File: src/rtl/alu_share_pkg.sv
// Shared types and constants for the round-robin ALU-sharing controller.
package alu_share_pkg;

    typedef enum logic [1:0] {
        IDLE = 2'd0,
        EXEC = 2'd1,
        RESP = 2'd2
    } state_t;

    // Bit positions inside the packed {S,ZR,CY,P,V} flag vector.
    localparam int FLG_S  = 4;
    localparam int FLG_ZR = 3;
    localparam int FLG_CY = 2;
    localparam int FLG_P  = 1;
    localparam int FLG_V  = 0;
    localparam int NFLG   = 5;

    localparam int NREQ_DEF = 4;
    localparam int W_DEF    = 16;

endpackage

File: src/rtl/alu_share_ctrl_rr_pick.sv
// Combinational round-robin picker: first asserted request after last_i, wrapping.
module rr_pick #(
    parameter int NREQ = 4,
    parameter int IDXW = $clog2(NREQ)
) (
    input  logic [NREQ-1:0] req_i,
    input  logic [IDXW-1:0] last_i,
    output logic [NREQ-1:0] grant_o,
    output logic [IDXW-1:0] idx_o,
    output logic            any_o
);

    logic [IDXW-1:0] cand;

    always_comb begin
        // NOTE: every output gets a default before the search so no path can infer a latch.
        grant_o = '0;
        idx_o   = '0;
        any_o   = 1'b0;
        cand    = '0;
        for (int off = 1; off <= NREQ; off++) begin
            cand = IDXW'((int'(last_i) + off) % NREQ);
            if (!any_o && req_i[cand]) begin
                any_o         = 1'b1;
                idx_o         = cand;
                grant_o[cand] = 1'b1;
            end
        end
    end

endmodule

File: src/rtl/alu_share_ctrl.sv
// Round-robin controller sharing one external combinational ALU adder among NREQ
// requesters, with valid/ready request and response channels.
module alu_share_ctrl
    import alu_share_pkg::*;
#(
    parameter int NREQ = NREQ_DEF,
    parameter int W    = W_DEF
) (
    input  logic             clk,
    input  logic             rst_n,
    input  logic [NREQ-1:0]  req_valid,
    input  logic [NREQ*W-1:0] req_x,
    input  logic [NREQ*W-1:0] req_y,
    output logic [NREQ-1:0]  req_ready,
    output logic [W-1:0]     alu_x,
    output logic [W-1:0]     alu_y,
    input  logic [W-1:0]     alu_z,
    input  logic [NFLG-1:0]  alu_flags,
    output logic [NREQ-1:0]  rsp_valid,
    output logic [W-1:0]     rsp_data,
    output logic [NFLG-1:0]  rsp_flags,
    input  logic [NREQ-1:0]  rsp_ready,
    output logic             busy,
    output logic [15:0]      op_count
);

    localparam int IDXW = $clog2(NREQ);

    state_t          state_q;
    logic [IDXW-1:0] last_grant_q;
    logic [IDXW-1:0] grant_q;
    logic [W-1:0]    alu_x_q;
    logic [W-1:0]    alu_y_q;
    logic [W-1:0]    rsp_data_q;
    logic [NFLG-1:0] rsp_flags_q;
    logic [15:0]     op_count_q;
    logic [15:0]     op_count_d;

    logic [NREQ-1:0] pick_grant;
    logic [IDXW-1:0] pick_idx;
    logic            pick_any;
    logic            rsp_done;

    rr_pick #(
        .NREQ (NREQ),
        .IDXW (IDXW)
    ) u_pick (
        .req_i   (req_valid),
        .last_i  (last_grant_q),
        .grant_o (pick_grant),
        .idx_o   (pick_idx),
        .any_o   (pick_any)
    );

    // Handshake outputs are decoded from state so they are all low right after reset.
    assign req_ready = (state_q == IDLE) ? pick_grant : '0;
    assign rsp_valid = (state_q == RESP) ? (NREQ'(1) << grant_q) : '0;
    assign busy      = (state_q != IDLE);
    assign rsp_done  = (state_q == RESP) && rsp_ready[grant_q];

    assign op_count_d = op_count_q + 16'(rsp_done);

    always_ff @(posedge clk) begin
        // NOTE: reset is synchronous, so it is tested inside the clocked block, not in the sensitivity list.
        if (!rst_n) begin
            state_q      <= IDLE;
            last_grant_q <= IDXW'(NREQ - 1);
            grant_q      <= '0;
            alu_x_q      <= '0;
            alu_y_q      <= '0;
            rsp_data_q   <= '0;
            rsp_flags_q  <= '0;
            op_count_q   <= '0;
        end else begin
            op_count_q <= op_count_d;
            case (state_q)
                IDLE: begin
                    if (pick_any) begin
                        alu_x_q <= req_x[int'(pick_idx)*W +: W];
                        alu_y_q <= req_y[int'(pick_idx)*W +: W];
                        grant_q <= pick_idx;
                        state_q <= EXEC;
                    end
                end
                EXEC: begin
                    rsp_data_q  <= alu_z;
                    rsp_flags_q <= alu_flags;
                    state_q     <= RESP;
                end
                RESP: begin
                    if (rsp_done) begin
                        last_grant_q <= grant_q;
                        state_q      <= IDLE;
                    end
                end
                default: state_q <= IDLE;
            endcase
        end
    end

    assign alu_x     = alu_x_q;
    assign alu_y     = alu_y_q;
    assign rsp_data  = rsp_data_q;
    assign rsp_flags = rsp_flags_q;
    assign op_count  = op_count_q;

endmodule

File: config.mk
export PLATFORM = sky130hd
export DESIGN_NAME = alu_share_ctrl
export DESIGN_NICKNAME = d
export VERILOG_FILES = /design/src/rtl/alu_share_pkg.sv /design/src/rtl/alu_share_ctrl_rr_pick.sv /design/src/rtl/alu_share_ctrl.sv
export SDC_FILE = /design/constraint.sdc
export NUM_CORES = 1
export LEC_CHECK = 0
export CAP_MARGIN = 25
export CORE_MARGIN = 3
export CORE_UTILIZATION = 40
export DETAILED_ROUTE_END_ITERATION = 10
export PLACE_DENSITY = 0.83
export SETUP_SLACK_MARGIN = 0.02
export SLEW_MARGIN = 20
export SYNTH_ARGS = -nofsm -noshare
export SYNTH_HDL_FRONTEND = slang
export SYNTH_SLANG_ARGS = --single-unit
File: constraint.sdc
create_clock -name clk -period 4.5 [get_ports clk]
set_clock_uncertainty 0.2 [all_clocks]
set_input_delay 0.9 -clock clk [delete_from_list [all_inputs] [get_ports clk]]
set_output_delay 0.9 -clock clk [all_outputs]
set_load 0.02 [all_outputs]
==> impl_metrics.tcl <==
set metrics [dict create \
    ys_async_sr_fraction 0 \
    cts-root-buf "clkbuf_8" \
    top_layer_used "met4" \
    critPathMaxFanout 8 \
    drive_gt1_frac 0.116 \
    numPortBuffers 236 \
    pwr-share-seq 0.339 \
    ys_seq_area_frac 0.346 \
    whs_ns 0.262 \
    maxSlewHeadroom 0.458 \
    power.net_switching_uw 820 \
    stdcell_count 802 \
    dp_cells 786 \
    ir_worst_vdd_uv 205 \
    yosysWarnings 0 \
    placed_area_um2 6710 \
    combPwrFrac 0.414 \
    drtAntennaViolNets 0 \
    routabilityCongestion 0.949 \
    initial_core_util 0.416 \
    setup_ws_ns 0.252 \
    yosys.area.top_type "dfxtp_1" \
    setup_viol 0 \
    fillers 825 \
    fp.dieH_um 110 \
    outcome "complete, no violations" \
    dieArea_um2 12100 \
    die_w_um 110 \
    setup_tns_ns 0 \
    maxCapViolations 0 \
    period_needed_ns 4.25 \
    grt.overflow.total 0 \
    cp-end-kind "output pin" \
    design_area_um2 6960 \
    route.met2.wl_um 6950 \
    cts.sinks 75 \
    synth_area_um2 4340 \
    syn_inst 433 \
    p_clk_frac 0.247 \
    vias 4204 \
    swShare 0.338 \
    synth_top_area_frac 0.346 \
    cp.arrival_ns 3.15 \
    hold_viol 0 \
    drt_iter0_drc 205 \
    cp-start-kind "input port" \
    final_nets 830 \
    worstHoldPathType "flip-flop to flip-flop" \
    hold_buffers 0 \
    ys.flop_type "dfxtp_1" \
    grt_usage 0.214 \
    numCtsBuffers 9 \
    coreArea_um2 10400 \
    utilization 0.668 \
    drt_pass1_iterations 4 \
    worstMarginPinSlew_ns 0.813 \
    antenna_found_initial 0 \
    max_freq_mhz 235 \
    p_int_mw 1.61 \
    syn_nets 602 \
    insertion_delay_ns 0.34 \
    pwr_density_cell_nw_per_um2 349 \
    total_leakage_power_nw 2.87 \
    synth_edf_count 0 \
    dp_hpwl_um 10600 \
    preCtsSetupSlack_ns -0.0322 \
    grt_start_max_net_pins 66 \
    grt_pass1_wl_um 20500 \
    timing.final.crit_share 0.944 \
    clkTransAtPathRegs_ns 0.08 \
    drt-met1-wl_um 5290 \
    rsz0062_at_grt "no" \
    cp_data_required_time_ns 3.40 \
    avgRoutedWirePerCell_um 17.3 \
    postRouteWirelength_um 13900 \
    cts_tree "yes" \
    synthTopCellsByArea "dfxtp_1 35%, mux2i_1 15%, o221ai_2 11%" \
    critPathKind "input port to output pin" \
    ys_ff_latch 75 \
    total_power_mw 2.43 \
    h-tree-depth 3 \
    wl_met3_um 1390 \
    n_antenna_cell 0 \
    ys_types 49 \
    drt-vias-per-instance 5.24 \
    maxSlewViolCount 0 \
    syn_area_per_cell_um2 10.0 \
    clk_path_buf_depth 2 \
    core.rowCount 37 \
    drc 0 \
    syn_to_final_growth_pct 60.5 \
    grt_pass1_vias 4187 \
    io_pins 237 \
]
-- routing by layer --
layer,global-route usage,vias up
met4,0.0686,0
met2,0.396,193
met3,0.0687,21
met5,0,-
met1,0.230,1973
li1,-,2017
-- synth_stat cells, types with 2 or more instances --
master and number:
a221oi_1 4, xnor2_1 8, and2_1 16, ha_1 10
buf_12 3, nand2_1 85, buf_6 9, o21ai_0 6
or3_1 4, mux4_2 5, buf_4 5, or2_2 2
inv_1 5, nor3_1 2, dfxtp_1 75, clkbuf_1 8
buf_2 3, nand4_1 3, nor2_1 16, a22oi_1 4
a221o_1 3, nor2b_1 3, o221ai_2 31, mux2i_1 66
o211ai_1 2, a21boi_0 25, nand3_1 6, xor2_1 2
nand2b_1 2
-- path summary, 6_finish.rpt --
check / slack (ns) / end / cells after the start / from
hold / removal: 0.26 / rsp_flags[3] / 2 / rsp_flags[3]
setup / recovery: 0.25 / req_ready[1] / 9 / req_valid[3]
setup reg to reg: 0.92 / alu_x[4] / 9 / last_grant_q[1]
hold reg to reg: 0.26 / rsp_flags[3] / 2 / rsp_flags[3]
-- registers in the layout, summed over array words and instances (netlist names) --
name	cells
last_grant_q	2
rsp_flags	5
state_q	2
grant_q	2
alu_y	16
alu_x	16
op_count	16
rsp_data	16
-- cell type report --
type	instances	area [um^2]	share of cell area
Timing Repair Buffer	245	2450	0.353
Sequential cell	75	1500	0.216
Clock inverter	6	95.1	0.0137
Inverter	5	18.8	0.00270
Tap cell	136	170	0.0245
Clock buffer	10	138	0.0198
Multi-Input combinational cell	325	2580	0.371
-- worst max-delay path: stages --
cell and delay [ns]:
clkdlybuf4s50_1 0.53, mux4_2 0.54, buf_4 0.17, nor2b_4 0.14, a22oi_1 0.22, nor2_1 0.07
a221oi_1 0.23, nor2_1 0.10, dlymetal6s2s_1 0.23
-- repair_timing --
item                                    in CTS  in global routing
setup buffers                                0                  0
endpoints found under the setup margin       4                  4
resized for setup                            1                  7
cloned                                       0                  0
-- power groups by stage --
stage	Sequential [mW]	Combinational, mW	Clock [mW]
after floorplan	0.945	0.490	0
after global placement	0.833	0.985	0
after detailed placement	0.837	1.01	0
after CTS	0.823	1.02	0.618
after global routing	0.835	1.07	0.645
final	0.824	1.01	0.599
-- cell usage in the layout, fill, tap and decap left out, drive strengths merged, types with 3 or more instances in the layout --
master	instances
a21boi	26
a221o	3
a221oi	4
a22oi	4
and2	16
buf	9
clkbuf	10
clkdlybuf4s50	231
dfxtp	75
dlymetal6s2s	5
ha	10
inv	7
mux2i	66
mux4	5
nand2	87
nand2b	3
nand3	6
nand4	3
nor2	16
nor2b	5
o21ai	7
o221ai	32
or2	3
or3	4
xnor2	8
-- cells by family (layout without fill, tap and decap cells) --
group	Yosys count	after routing	share of synthesized area
flops	75	75	0.346
simple gates	151	151	0.167
xor+xnor	10	10	0.0202
mux	72	72	0.181
fa+ha+maj	10	10	0.0289
buf+inv	33	266	0.0606
compound gates	82	82	0.196
(Power assumes the default switching activity.)
